File: src/rtl/core_ifu_prefetch.sv
// Instruction-fetch unit: pipelined req/gnt/rvalid fetches buffered in a prefetch FIFO
// and presented to ID with a valid/ready handshake; EX jumps flush and drop stale responses.
module core_ifu_prefetch #(
  parameter int unsigned       ADDR_W   = 32,
  parameter int unsigned       DEPTH    = 4,
  parameter int unsigned       MAX_OUT  = 2,
  parameter logic [ADDR_W-1:0] RESET_PC = '0
) (
  input  logic              clk,
  input  logic              rst,
  input  logic              jump_flag_i,
  input  logic [ADDR_W-1:0] jump_addr_i,
  input  logic              bus_hold_flag_i,
  output logic              ibus_req_o,
  output logic [ADDR_W-1:0] ibus_addr_o,
  input  logic              ibus_gnt_i,
  input  logic              ibus_rvalid_i,
  input  logic [31:0]       ibus_rdata_i,
  output logic              inst_valid_o,
  output logic [31:0]       inst_o,
  output logic [ADDR_W-1:0] inst_addr_o,
  input  logic              inst_ready_i
);

  localparam int unsigned CNT_W = $clog2(DEPTH + 1);
  localparam int unsigned OUT_W = $clog2(MAX_OUT + 1);
  localparam int unsigned PTR_W = $clog2(DEPTH);
  localparam logic [31:0] NOP   = 32'h0000_0013;

  logic [ADDR_W-1:0] fetch_pc;
  logic [ADDR_W-1:0] resp_addr;
  logic [CNT_W-1:0]  count;
  logic [OUT_W-1:0]  out_cnt;
  logic [OUT_W-1:0]  drop_cnt;
  logic [PTR_W-1:0]  rd_ptr;
  logic [PTR_W-1:0]  wr_ptr;
  logic [31:0]       data_mem [DEPTH];
  logic [ADDR_W-1:0] addr_mem [DEPTH];

  logic              issue_ok;
  logic              granted;
  logic              resp;
  logic              discard;
  logic              push;
  logic              pop;
  logic [OUT_W-1:0]  out_cnt_nxt;
  logic [ADDR_W-1:0] jump_target;
  logic              unused_addr_lsb;

  assign unused_addr_lsb = ^jump_addr_i[1:0];

  // A request reserves a FIFO slot, so the FIFO can never overflow.
  always_comb begin
    issue_ok    = (32'(out_cnt) < MAX_OUT) && ((32'(count) + 32'(out_cnt)) < DEPTH);
    ibus_req_o  = rst & ~jump_flag_i & ~bus_hold_flag_i & issue_ok;
    granted     = ibus_req_o & ibus_gnt_i;
    resp        = ibus_rvalid_i & (out_cnt != '0);
    discard     = jump_flag_i | (drop_cnt != '0);
    push        = resp & ~discard;
    pop         = (count != '0) & inst_ready_i & ~jump_flag_i;
    out_cnt_nxt = out_cnt + OUT_W'(granted) - OUT_W'(resp);
    jump_target = {jump_addr_i[ADDR_W-1:2], 2'b00};
  end

  assign ibus_addr_o  = fetch_pc;
  assign inst_valid_o = (count != '0);
  assign inst_o       = inst_valid_o ? data_mem[rd_ptr] : NOP;
  assign inst_addr_o  = inst_valid_o ? addr_mem[rd_ptr] : '0;

  // Control state; a jump flushes the FIFO and marks every in-flight response stale.
  always_ff @(posedge clk or negedge rst) begin
    if (!rst) begin
      fetch_pc  <= RESET_PC;
      resp_addr <= RESET_PC;
      count     <= '0;
      out_cnt   <= '0;
      drop_cnt  <= '0;
      rd_ptr    <= '0;
      wr_ptr    <= '0;
    end else begin
      out_cnt <= out_cnt_nxt;
      if (jump_flag_i) begin
        fetch_pc  <= jump_target;
        resp_addr <= jump_target;
        drop_cnt  <= out_cnt_nxt;
        count     <= '0;
        rd_ptr    <= '0;
        wr_ptr    <= '0;
      end else begin
        if (granted) fetch_pc <= fetch_pc + ADDR_W'(4);
        if (resp && (drop_cnt != '0)) drop_cnt <= drop_cnt - OUT_W'(1);
        if (push) begin
          wr_ptr    <= wr_ptr + PTR_W'(1);
          resp_addr <= resp_addr + ADDR_W'(4);
        end
        if (pop) rd_ptr <= rd_ptr + PTR_W'(1);
        count <= count + CNT_W'(push) - CNT_W'(pop);
      end
    end
  end

  // FIFO storage; contents are only observed while count is non-zero.
  always_ff @(posedge clk) begin
    if (push) begin
      data_mem[wr_ptr] <= ibus_rdata_i;
      addr_mem[wr_ptr] <= resp_addr;
    end
  end

endmodule

File: config.mk
export PLATFORM = sky130hd
export DESIGN_NAME = core_ifu_prefetch
export DESIGN_NICKNAME = d
export VERILOG_FILES = /design/src/rtl/core_ifu_prefetch.sv
export SDC_FILE = /design/constraint.sdc
export NUM_CORES = 1
export LEC_CHECK = 0
export ABC_CLOCK_PERIOD_IN_PS = 5300
export CORE_ASPECT_RATIO = 0.6
export CORE_MARGIN = 2
export CORE_UTILIZATION = 60
export DETAILED_ROUTE_END_ITERATION = 12
export PLACE_DENSITY = 0.85
export SETUP_SLACK_MARGIN = 0.02
export SLEW_MARGIN = 25
export SYNTH_ARGS = -nofsm -noshare
export SYNTH_HDL_FRONTEND = slang
export SYNTH_SLANG_ARGS = --single-unit
File: constraint.sdc
create_clock -name clk -period 5.3 [get_ports clk]
set_clock_uncertainty 0.05 [all_clocks]
set_input_delay 1.06 -clock clk [delete_from_list [all_inputs] [get_ports clk]]
set_output_delay 1.06 -clock clk [all_outputs]
set_load 0.005 [all_outputs]
==> results.md <==
Cells and area:
- The fraction of layout cells with a size suffix above 1 is 0.1378.
- The final design instance area without fill is 0.01624 mm2.
- The fill cell total of the finished layout is 1,336.
- The synthesis-to-layout area growth is 20.82%.
- The fraction of the core area covered by cells at the end of the flow is 0.7375.
- The final layout contains 1,080 nets.

GRT:
- Entering global routing, the biggest net connects 72 pins.
- Across every metal layer, demand over resource in global routing totals 0.2497.
- The initial antenna violation count was 1.
- The number of global-route vias before repair is 7,561.
- For this run the aggregate overflow at the end of global routing stands at 0.
- The global-route wire length before repair is 44.72 mm.

Route:
- The detailed-route via count is 7,964.
- The routed length per instance is 22.37 um.
- The first detailed-routing pass ran for 5 iterations.
- The violation count after the first detailed-routing iteration is 825.
- Once detail routing completed, the nets flagged for antenna violations numbered 0.
- In the routed design, unresolved DRC markers number 0.
- The via-per-instance ratio is 6.112.
- The sum of routed wire length over all layers is 29.15 mm.

Worst setup path:
- The critical path endpoint category is an output pin.
- The data arrival time of the critical path is 3000 ps.
- The largest individual stage delay along the critical path comes from the cell sky130_fd_sc_hd__dfrtp_4.
- The capture point of the worst reg-to-reg path is count[2].
- The largest single stage delay on the critical path is 860 ps.
- Measured in cells, the most critical reg-to-reg path has a length of 12.
- Along the worst path, the maximum fanout reaches 33.
- The required time at the worst-slack endpoint is 4190 ps.
- Walking the worst path, the cells encountered are buf_12 > mux4_2 > and2_1 > clkdlybuf4s50_1.
- The reg-to-reg startpoint is count[1].
- The start-to-end type of the worst setup path is flip-flop to output pin.
- On the critical path the largest part of the delay comes from flip-flops.
- The startpoint kind of the worst setup timing path is a flip-flop.
- For flop-to-flop paths, the worst setup slack is 2050 ps.
- The critical path contains buffers and inverters numbering 2 combined.

Synth:
- The synthesis warning total is 0.
- The number of instances in the synthesized netlist is 830.
- The part of the Yosys area used for sequential elements is 0.6863.
- Among all flip-flop cells after synthesis, the most frequent one is sky130_fd_sc_hd__edfxtp_1.
- Counting flops with a built-in enable in the synthesized netlist gives 248.
- The post-synthesis cell area is 0.01344 mm2.
- Synthesis instantiated 54 different standard cells from the library.
- The average size of a mapped cell is 16.19 um2.
- Of all flip-flops after synthesis, the portion carrying an async set or reset was 0.2226.
- The synthesized design contains 319 register bits.

Clock network:
- Hold repair after CTS inserted 0 buffers.
- Buffers inserted during clock tree synthesis total 29.
- TritonCTS built the clock tree.
- The post-cts repair resize count is 0.
- The number of buffers inserted by post-CTS setup repair is 0.
- The maximum count of clock buffers along a single path is 3.
- The root buffer cell is sky130_fd_sc_hd__clkbuf_16.
- The later pin in the worst-skew pair is clocked with a latency of 530 ps.
- After clock tree synthesis, the clock-pin slew on the worst setup and hold paths is 60 ps.
- The H-tree depth is 1.
- The TritonCTS sink count is 319.

Place:
- The quantity of I/O buffers inserted on ports is 162.
- The final RePlAce weighted congestion is 0.8586.
- The instance area after placement is 0.01537 mm2.
- The placed wire-length estimate after detailed placement is 18.86 mm.

Pwr:
- IR analysis of the VDD net gives a maximum drop of 0.0004008 V.
- The leakage power summed over all cells is 5.505 nW.
- Of the total power, combinational logic draws 0.245.
- The clock network power share is 0.292.
- The fraction of power spent switching nets is 0.2580.
- The sequential fraction of design power is 0.463.
- The internal power component is 0.004927 W.
- The switching power is 0.001713 W.
- Dividing total power by cell area gives a power density of 408.9 mW/mm2.
- After layout, the design draws a total of 0.006640 W.

Timing:
- Of the available clock period, the critical path in the final layout requires 0.7746.
- The number of max-slew violations in the final report came to 0.
- After layout, the minimum clock period comes to 4106 ps.
- At the pin with the least slew margin, the transition time is 1020 ps.
- The maximum operating frequency is 0.2436 GHz.
- Setup repair after global routing left no endpoint under its margin.
- The final hold violation count was 0.
- Setup violations remaining at the end of the flow were counted as 0.
- Headroom to the max-slew limit came out at 0.3175.
- In the final timing run, aggregate negative setup slack is 0 ps.

Outcome:
- The flow ran to the end, and the final reports show no timing, DRC or antenna violations.

Run:
- Max-cap violations in this run came to 0.

Die:
- The number of I/O pins is 169.
- The floorplan step set the die height to 119.9 um.
- For this configuration, the core starts out at a cell density of 0.6104.
- In this run the standard cell core region covers 0.02202 mm2.
- The full die area is 0.02365 mm2.
- The die width is 197.2 um.
- The total number of placement rows is 42.

Min path:
- The path type of the worst min-delay path is flip-flop to flip-flop.
- Along the worst hold path, the cell count comes to 1.
- The worst hold path endpoint is ibus_addr_o[31].
- The startpoint identified for the worst hold timing path is ibus_addr_o[31].
-- power by group through the flow --
| stage | registers, W | logic (W) | clock network, W |
|---|---|---|---|
| after floorplan | 0.00301 | 0.000934 | 0 |
| after global placement | 0.00311 | 0.00160 | 0 |
| after detailed placement | 0.00312 | 0.00163 | 0 |
| after CTS | 0.00308 | 0.00165 | 0.00197 |
| after global routing | 0.00310 | 0.00176 | 0.00206 |
| final | 0.00307 | 0.00163 | 0.00194 |
-- final cells by class --
cell class	count	area (um2)	share of cell area
sequential	319	9229	0.5683
multi-input combinational	453	3948	0.2431
antenna	1	2.502	0.0001541
tap	286	357.8	0.02204
clock buffer	34	744.5	0.04585
clock inverter	17	118.9	0.007320
inverter	19	73.82	0.004546
timing repair buffer	174	1764	0.1086
-- how the worst max path moves through the flow --
stage	start	end	cells past startpoint
after global placement	bus_hold_flag_i	drop_cnt[1]	10
final	rd_ptr[0]	inst_addr_o[2]	4
after CTS	rd_ptr[0]	inst_addr_o[2]	4
after floorplan	jump_flag_i	addr_mem[0][10]	3
after global routing	rd_ptr[0]	inst_addr_o[2]	4
after detailed placement	bus_hold_flag_i	drop_cnt[1]	10
-- logic make-up (layout without fill, tap and decap cells) --
| group | Yosys count | count (layout) | share of synthesized area |
|---|---|---|---|
| and+or+nand+nor | 241 | 241 | 0.09998 |
| other | 1 | 5 | 0.0002790 |
| adders and majority gates | 13 | 13 | 0.01266 |
| DFF | 319 | 319 | 0.6863 |
| xor gates and xnor gates | 42 | 42 | 0.02737 |
| buffers and inverters | 61 | 244 | 0.02122 |
| AOI/OAI and AO/OA | 77 | 77 | 0.03696 |
| muxes | 76 | 76 | 0.1152 |
-- cells in the mapped netlist, types with 14 or more instances --
| cell type | number | share of area |
|---|---|---|
| sky130_fd_sc_hd__edfxtp_1 | 248 | 0.55 |
| sky130_fd_sc_hd__dfrtp_1 | 71 | 0.13 |
| sky130_fd_sc_hd__and2_1 | 66 | 0.031 |
| sky130_fd_sc_hd__mux4_2 | 62 | 0.10 |
| sky130_fd_sc_hd__nand2_1 | 45 | 0.013 |
| sky130_fd_sc_hd__o21ai_0 | 38 | 0.014 |
| sky130_fd_sc_hd__nand3_1 | 29 | 0.011 |
| sky130_fd_sc_hd__nor2_1 | 29 | 0.0081 |
| sky130_fd_sc_hd__nand4_1 | 27 | 0.013 |
| sky130_fd_sc_hd__xor2_1 | 23 | 0.015 |
| sky130_fd_sc_hd__xnor2_1 | 19 | 0.012 |
| sky130_fd_sc_hd__clkbuf_1 | 18 | 0.0050 |
| sky130_fd_sc_hd__inv_1 | 17 | 0.0047 |
| sky130_fd_sc_hd__and3_1 | 14 | 0.0065 |
-- state kept, by name (all words and copies together), names as in the netlist --
signal	cells
data_mem	128
drop_cnt	2
out_cnt	2
resp_addr	30
count	3
rd_ptr	2
wr_ptr	2
addr_mem	120
ibus_addr_o	30
-- cells in the final DEF (no fill, tap or decap), types with 6 or more instances in the layout --
cell                              count
sky130_fd_sc_hd__edfxtp_1           248
sky130_fd_sc_hd__o21ai_0             38
sky130_fd_sc_hd__ha_1                12
sky130_fd_sc_hd__nor2_1              29
sky130_fd_sc_hd__buf_4                7
sky130_fd_sc_hd__mux2_2              10
sky130_fd_sc_hd__and2_1              62
sky130_fd_sc_hd__o311ai_0             7
sky130_fd_sc_hd__o211ai_1            12
sky130_fd_sc_hd__nand3_1             29
sky130_fd_sc_hd__clkdlybuf4s50_1    160
sky130_fd_sc_hd__xnor2_1             19
sky130_fd_sc_hd__dfrtp_1             69
sky130_fd_sc_hd__nand2_1             45
sky130_fd_sc_hd__a21oi_1              6
sky130_fd_sc_hd__nand4_1             27
sky130_fd_sc_hd__xor2_1              23
sky130_fd_sc_hd__clkinv_1            14
sky130_fd_sc_hd__and3_1              14
sky130_fd_sc_hd__mux4_2              62
sky130_fd_sc_hd__clkbuf_16           29
sky130_fd_sc_hd__inv_1               16
-- layer usage --
metal / track usage / wire length [um] / part of all wire / vias up
met5: 0 / 0 / 0 / -
met4: 0.04088 / 336 / 0.012 / 0
met3: 0.04609 / 2371 / 0.081 / 32
met2: 0.3585 / 12940 / 0.44 / 376
met1: 0.4093 / 13500 / 0.46 / 4027
li1: - / - / - / 3529
-- per-stage QoR --
stage          cells  setup WS, ps  hold WS [ps]
2_1_floorplan    833          1875         426.0
6_report        1303          1194         491.2
4_1_cts         1302          1114         491.7
5_1_grt         1302          1027         506.2
3_5_place_dp    1251          1536         465.6
3_3_place_gp    1251          1567         474.7
Power figures use the tool's default switching activity.
